## src/rtl/demux_pkg.sv

```systemverilog
// demux_pkg: shared constants for the registered 1-to-4 demultiplexer.
// Channel count, default data width and select encodings live here so the
// top level and any checker agree on one definition.
package demux_pkg;

   localparam int PKG_N_CH   = 4;
   localparam int PKG_DATA_W = 8;

   typedef logic [1:0] sel_t;

   localparam sel_t CH0_SEL = 2'b00;
   localparam sel_t CH1_SEL = 2'b01;
   localparam sel_t CH2_SEL = 2'b10;
   localparam sel_t CH3_SEL = 2'b11;

   // One-hot decode of a channel select, using the shared encodings.
   function automatic logic [PKG_N_CH-1:0] sel_decode(input sel_t sel);
      logic [PKG_N_CH-1:0] oh;
      oh = '0;
      case (sel)
         CH0_SEL: oh[0] = 1'b1;
         CH1_SEL: oh[1] = 1'b1;
         CH2_SEL: oh[2] = 1'b1;
         CH3_SEL: oh[3] = 1'b1;
         default: oh = '0;
      endcase
      return oh;
   endfunction

endpackage

```

## src/rtl/demux_slot.sv

```systemverilog
// demux_slot: one-entry holding register for a single demux output channel.
// A load always wins over a drain, so a same-cycle drain and load keeps the
// slot full and replaces its word with no bubble. The word is kept after a
// drain; only reset clears it.
module demux_slot #(
   parameter int DATA_W = 8
) (
   input  logic              clk,
   input  logic              reset_n,
   input  logic              load,
   input  logic              drain,
   input  logic [DATA_W-1:0] load_data,
   output logic              valid,
   output logic [DATA_W-1:0] data
);

   // Occupancy and payload register; load has priority over drain.
   always_ff @(posedge clk or negedge reset_n) begin
      if (!reset_n) begin
         valid <= 1'b0;
         data  <= '0;
      end else if (load) begin
         valid <= 1'b1;
         data  <= load_data;
      end else if (drain) begin
         valid <= 1'b0;
      end
   end

endmodule

```

## src/rtl/demux_1x4_reg.sv

```systemverilog
// demux_1x4_reg: registered 1-to-4 demultiplexer with valid/ready handshakes.
// Optional feature: define DEMUX_DELIV_CNT_EN to add the deliv_cnt output,
// four 8-bit wrapping per-channel delivery counters.
//
// Handshake rules (both sides): a word moves when valid && ready are high in
// the same cycle. valid never depends on ready. The input side accepts when
// the selected slot is empty or is being drained in the same cycle, so
// in_ready is a pure function of in_select, out_valid and out_ready.
module demux_1x4_reg
   import demux_pkg::*;
#(
   parameter int DATA_W = PKG_DATA_W,
   parameter int N_CH   = PKG_N_CH
) (
   input  logic              clk,
   input  logic              reset_n,
   input  logic              in_valid,
   output logic              in_ready,
   input  logic [DATA_W-1:0] in_data,
   input  logic [1:0]        in_select,
   output logic [3:0]        out_valid,
   input  logic [3:0]        out_ready,
   output logic [DATA_W-1:0] out_data0,
   output logic [DATA_W-1:0] out_data1,
   output logic [DATA_W-1:0] out_data2,
   output logic [DATA_W-1:0] out_data3
`ifdef DEMUX_DELIV_CNT_EN
   ,
   output logic [31:0]       deliv_cnt
`endif
);

   logic [PKG_N_CH-1:0] sel_oh;
   logic                accept;
   logic [PKG_N_CH-1:0] load;
   logic [PKG_N_CH-1:0] drain;
   logic [DATA_W-1:0]   slot_data [PKG_N_CH];

   // Select decode, accept and per-channel load/drain strobes.
   always_comb begin
      sel_oh   = sel_decode(sel_t'(in_select));
      in_ready = ~out_valid[in_select] | out_ready[in_select];
      accept   = in_valid & in_ready;
      load     = sel_oh & {PKG_N_CH{accept}};
      drain    = out_valid & out_ready;
   end

   for (genvar i = 0; i < N_CH; i++) begin : g_slot
      demux_slot #(
         .DATA_W (DATA_W)
      ) u_slot (
         .clk       (clk),
         .reset_n   (reset_n),
         .load      (load[i]),
         .drain     (drain[i]),
         .load_data (in_data),
         .valid     (out_valid[i]),
         .data      (slot_data[i])
      );
   end

   assign out_data0 = slot_data[0];
   assign out_data1 = slot_data[1];
   assign out_data2 = slot_data[2];
   assign out_data3 = slot_data[3];

`ifdef DEMUX_DELIV_CNT_EN
   logic [7:0] cnt [PKG_N_CH];

   for (genvar i = 0; i < N_CH; i++) begin : g_cnt
      // Count drains on channel i; the 8-bit counter wraps naturally.
      always_ff @(posedge clk or negedge reset_n) begin
         if (!reset_n) begin
            cnt[i] <= '0;
         end else if (drain[i]) begin
            cnt[i] <= cnt[i] + 8'd1;
         end
      end
   end

   assign deliv_cnt = {cnt[3], cnt[2], cnt[1], cnt[0]};
`endif

endmodule

```

## config.mk

```make
export PLATFORM = sky130hd
export DESIGN_NAME = demux_1x4_reg
export DESIGN_NICKNAME = d
export VERILOG_FILES = /design/src/rtl/demux_pkg.sv /design/src/rtl/demux_slot.sv /design/src/rtl/demux_1x4_reg.sv
export SDC_FILE = /design/constraint.sdc
export NUM_CORES = 1
export LEC_CHECK = 0
export ABC_AREA = 1
export CAP_MARGIN = 20
export CORE_MARGIN = 8
export CORE_UTILIZATION = 45
export CTS_CLUSTER_DIAMETER = 200
export DETAILED_ROUTE_END_ITERATION = 8
export MAX_ROUTING_LAYER = met4
export PLACE_DENSITY_LB_ADDON = 0.2
export SYNTH_ARGS = -nofsm -noshare
export SYNTH_HDL_FRONTEND = slang
export SYNTH_SLANG_ARGS = --single-unit
```

## constraint.sdc

```tcl
create_clock -name clk -period 1.55 [get_ports clk]
set_clock_uncertainty 0.2 [all_clocks]
set_input_delay 0.155 -clock clk [delete_from_list [all_inputs] [get_ports clk]]
set_output_delay 0.155 -clock clk [all_outputs]
set_load 0.1 [all_outputs]
```

==> metrics.md <==
| Metric | Value |
|---|---|
| TritonCTS Buffers | `5` |
| Clk slew on worst S/H paths | `0.08 ns` |
| ANT cells | `0` |
| Slew headroom | `79.3%` |
| Worst min-delay path class | `primary input to asynchronous set/reset pin` |
| Endpoints failing setup | `8` |
| Slowest stage delay, CP | `0.41 ns` |
| IO Pins | `54` |
| Antenna violations before repair | `0` |
| Post-Synth Simple-Gate Area | `37.7%` |
| Main combinational cell family by area after synthesis | `simple AND/OR/NAND/NOR gates` |
| #FFs+latches synth | `36` |
| Dpl cell area | `0.00275 mm²` |
| Core ar. | `0.00369 mm²` |
| Pre-Repair DR Iteration Count | `4` |
| Max Cap Viol | `0` |
| Area delta synth->final | `72.3%` |
| First-pass GRT wire length | `8160 µm` |
| DR vias/cell | `5.69` |
| Reg-to-reg critical path startpoint | `g_slot[2].u_slot.valid$_DFFE_PN0P_` |
| Fin. max-slew vios | `0` |
| CP max stage cell | `dfrtp_1` |
| Nets | `274` |
| Design area | `0.00298 mm²` |
| Cell internal pwr | `0.00248 W` |
| CTS tree | `built` |
| Adder-Cell Fraction of Synth Area | `0%` |
| Switching share of power | `48.1%` |
| Vias in the first global route | `1,663` |
| Initial Util | `46.9%` |
| Worst-Margin Slew | `0.310 ns` |
| Failing checks | `negative setup slack` |
| Status | `finished with violations` |
| DP Wirelength | `3330 µm` |
| Sequential element share of the synthesized area | `52.0%` |
| Final Hold Fails | `0` |
| Die Height | `78.0 µm` |
| PortBufs | `53` |
| DIE WIDTH | `78.0 µm` |
| Maximum VDD drop | `0.00116 V` |
| Clock power share | `17.6%` |
| Syn nets | `198` |
| Part of the cycle the worst path needs | `105%` |
| GP Congestion | `0.785` |
| Worst setup margin | `-0.0850 ns` |
| Total Routed Length | `5810 µm` |
| Compound-Gate Fraction of Synth Area | `1.16%` |
| CP Launch Type | `flip-flop` |
| P_sw | `0.00230 W` |
| Rows | `22` |
| Crit-path cells | `nand2_1 > nand2_1 > nand2_2 > nand2_4 > nand2_8 > buf_12` |
| Hold-fix buffers, CTS | `0` |
| Largest net degree at the start of global routing | `37` |
| Setup tns final | `-0.143 ns` |
| Max H-tree Level | `2` |
| Overall Global Routing Usage | `17.3%` |
| Die ar. | `0.00609 mm²` |
| Comb power frac | `54.8%` |
| Post-Syn Area | `0.00173 mm²` |
| Worst R2R Path Depth | `9` |
| Clock buffer depth | `2` |
| Unrepaired setup endpoints after global routing | `true` |
| F_max | `0.612 GHz` |
| Post-Synth XOR/XNOR Area | `0%` |
| Leak | `1.43 nW` |
| Crit path max fanout | `3` |
| Worst path required time | `1.19 ns` |
| Worst skew pair latency | `0.30 ns` |
| Commonest non-fill, non-tap cells in the layout | `nand2_1, buf_12, dfrtp_1` |
| Setup CP Type | `flip-flop to output port` |
| # DRC | `0` |
| Flop pwr share | `27.6%` |
| Avg Inst Size Synth | `9.57 µm²` |
| Number of synthesis warnings | `0` |
| Crit end category | `output port` |
| Post-Syn Instances | `181` |
| P per Cell Area | `1600 mW/mm²` |
| CTS sink cnt | `36` |
| Total gr overflow | `0` |
| WL/cell | `19.0 µm` |
| Tmin final | `1.63 ns` |
| Unique cell type count in the Yosys netlist | `21` |
| Most common cell after layout, fill and taps aside | `nand2_1` |
| Most common cell on crit path | `nand2_1` |
| Multiplexer share of the synthesized area | `0%` |
| CTS root buf | `clkbuf_8` |
| Antenna viol nets, final | `0` |
| Crit path DAT | `1.28 ns` |
| Share of post-route cells with drive strength above 1 | `35.3%` |
| R2r endpoint | `g_slot[2].u_slot.data[1]$_DFFE_PN0P_` |
| DR iter-0 viols | `137` |
| Vias | `1,741` |
| Reg2Reg Setup Slack | `-0.03 ns` |
-- power by group through the flow --
stage | combinational (W) | sequential [W] | clock, W
4_1_cts | 0.00259 | 0.00131 | 0.000836
5_1_grt | 0.00270 | 0.00134 | 0.000891
3_3_place_gp | 0.00253 | 0.00133 | 0
6_report | 0.00262 | 0.00132 | 0.000841
2_1_floorplan | 0.000375 | 0.00246 | 0
3_5_place_dp | 0.00256 | 0.00133 | 0
-- layer usage --
| layer | track usage, % | wire [µm] | part of all wire, % |
|---|---|---|---|
| met3 | 4.78 | 368 | 6.3 |
| met2 | 26.8 | 2910 | 50 |
| met5 | - | 0 | 0 |
| met4 | 9.44 | 210 | 3.6 |
| met1 | 20.1 | 2330 | 40 |
-- cells by family (layout without fill, tap and decap cells) --
logic type,after synthesis,after routing
simple gates,121,126
flops,36,36
buf+inv,20,92
compound gates,4,4
-- flip-flops by register name (all words and copies together), names as in the netlist --
signal,flops
g_slot.u_slot.data,32
g_slot.u_slot.valid,4
-- worst max path at each step --
stage | start | slack [ns] | to | cells after the start
3_3_place_gp | in_select[0] | -0.38 | g_slot[1].u_slot.data[1]$_DFFE_PN0P_ | 11
3_5_place_dp | in_select[0] | -0.43 | g_slot[0].u_slot.data[4]$_DFFE_PN0P_ | 11
2_1_floorplan | g_slot[3].u_slot.valid$_DFFE_PN0P_ | 0.17 | g_slot[2].u_slot.data[4]$_DFFE_PN0P_ | 8
6_report | g_slot[2].u_slot.valid$_DFFE_PN0P_ | -0.08 | in_ready | 6
5_1_grt | g_slot[2].u_slot.valid$_DFFE_PN0P_ | -0.14 | in_ready | 6
4_1_cts | g_slot[2].u_slot.valid$_DFFE_PN0P_ | -0.05 | in_ready | 6
-- repair_timing --
item                                    CTS  global route
resized for setup                         4             5
setup buffers                             5             1
pin swaps                                 4             4
cloned                                    1             4
endpoints found under the setup margin   37            37
-- cell type report --
class	count	area (µm²)
well taps	48	60.1
flip-flops and latches	36	901
fillers	204	706
inverters	7	31.3
clock buffers	5	68.8
multi-input cells	130	743
repair buffers	77	1140
clock inverters	3	42.5
-- per-stage QoR --
| step | total power [W] | hold WS (ns) | setup WS, ns | util [%] | cells |
|---|---|---|---|---|---|
| floorplan | 0.00283 | -0.341 | 0.166 | - | 181 |
| global placement | 0.00386 | 0.318 | -0.378 | 74.6 | 287 |
| detailed placement | 0.00388 | 0.324 | -0.433 | 74.6 | 287 |
| CTS | 0.00474 | 0.0398 | -0.0472 | 79.1 | 301 |
| global route | 0.00493 | 0.0333 | -0.139 | 80.9 | 306 |
| finish | 0.00478 | 0.0278 | -0.0850 | 80.9 | 306 |
-- synthesized netlist by cell type, drive strengths merged --
cell type / instances / area share [%]
o21ai: 4 / 1.2
inv: 6 / 1.6
nand4: 32 / 12
buf: 13 / 7.3
nand2: 78 / 19
nor2: 4 / 2.5
dfrtp: 36 / 52
nand3: 7 / 4.9
clkinv: 1 / 0.22
-- critical path: cells and delay by family, from the launching register on --
| family | cells | cell delay (ns) |
|---|---|---|
| DFF | 1 | 0.41 |
| and+or+nand+nor | 5 | 0.37 |
| buffers and inverters | 1 | 0.17 |
Note: power is estimated with default switching activity, not from simulation.
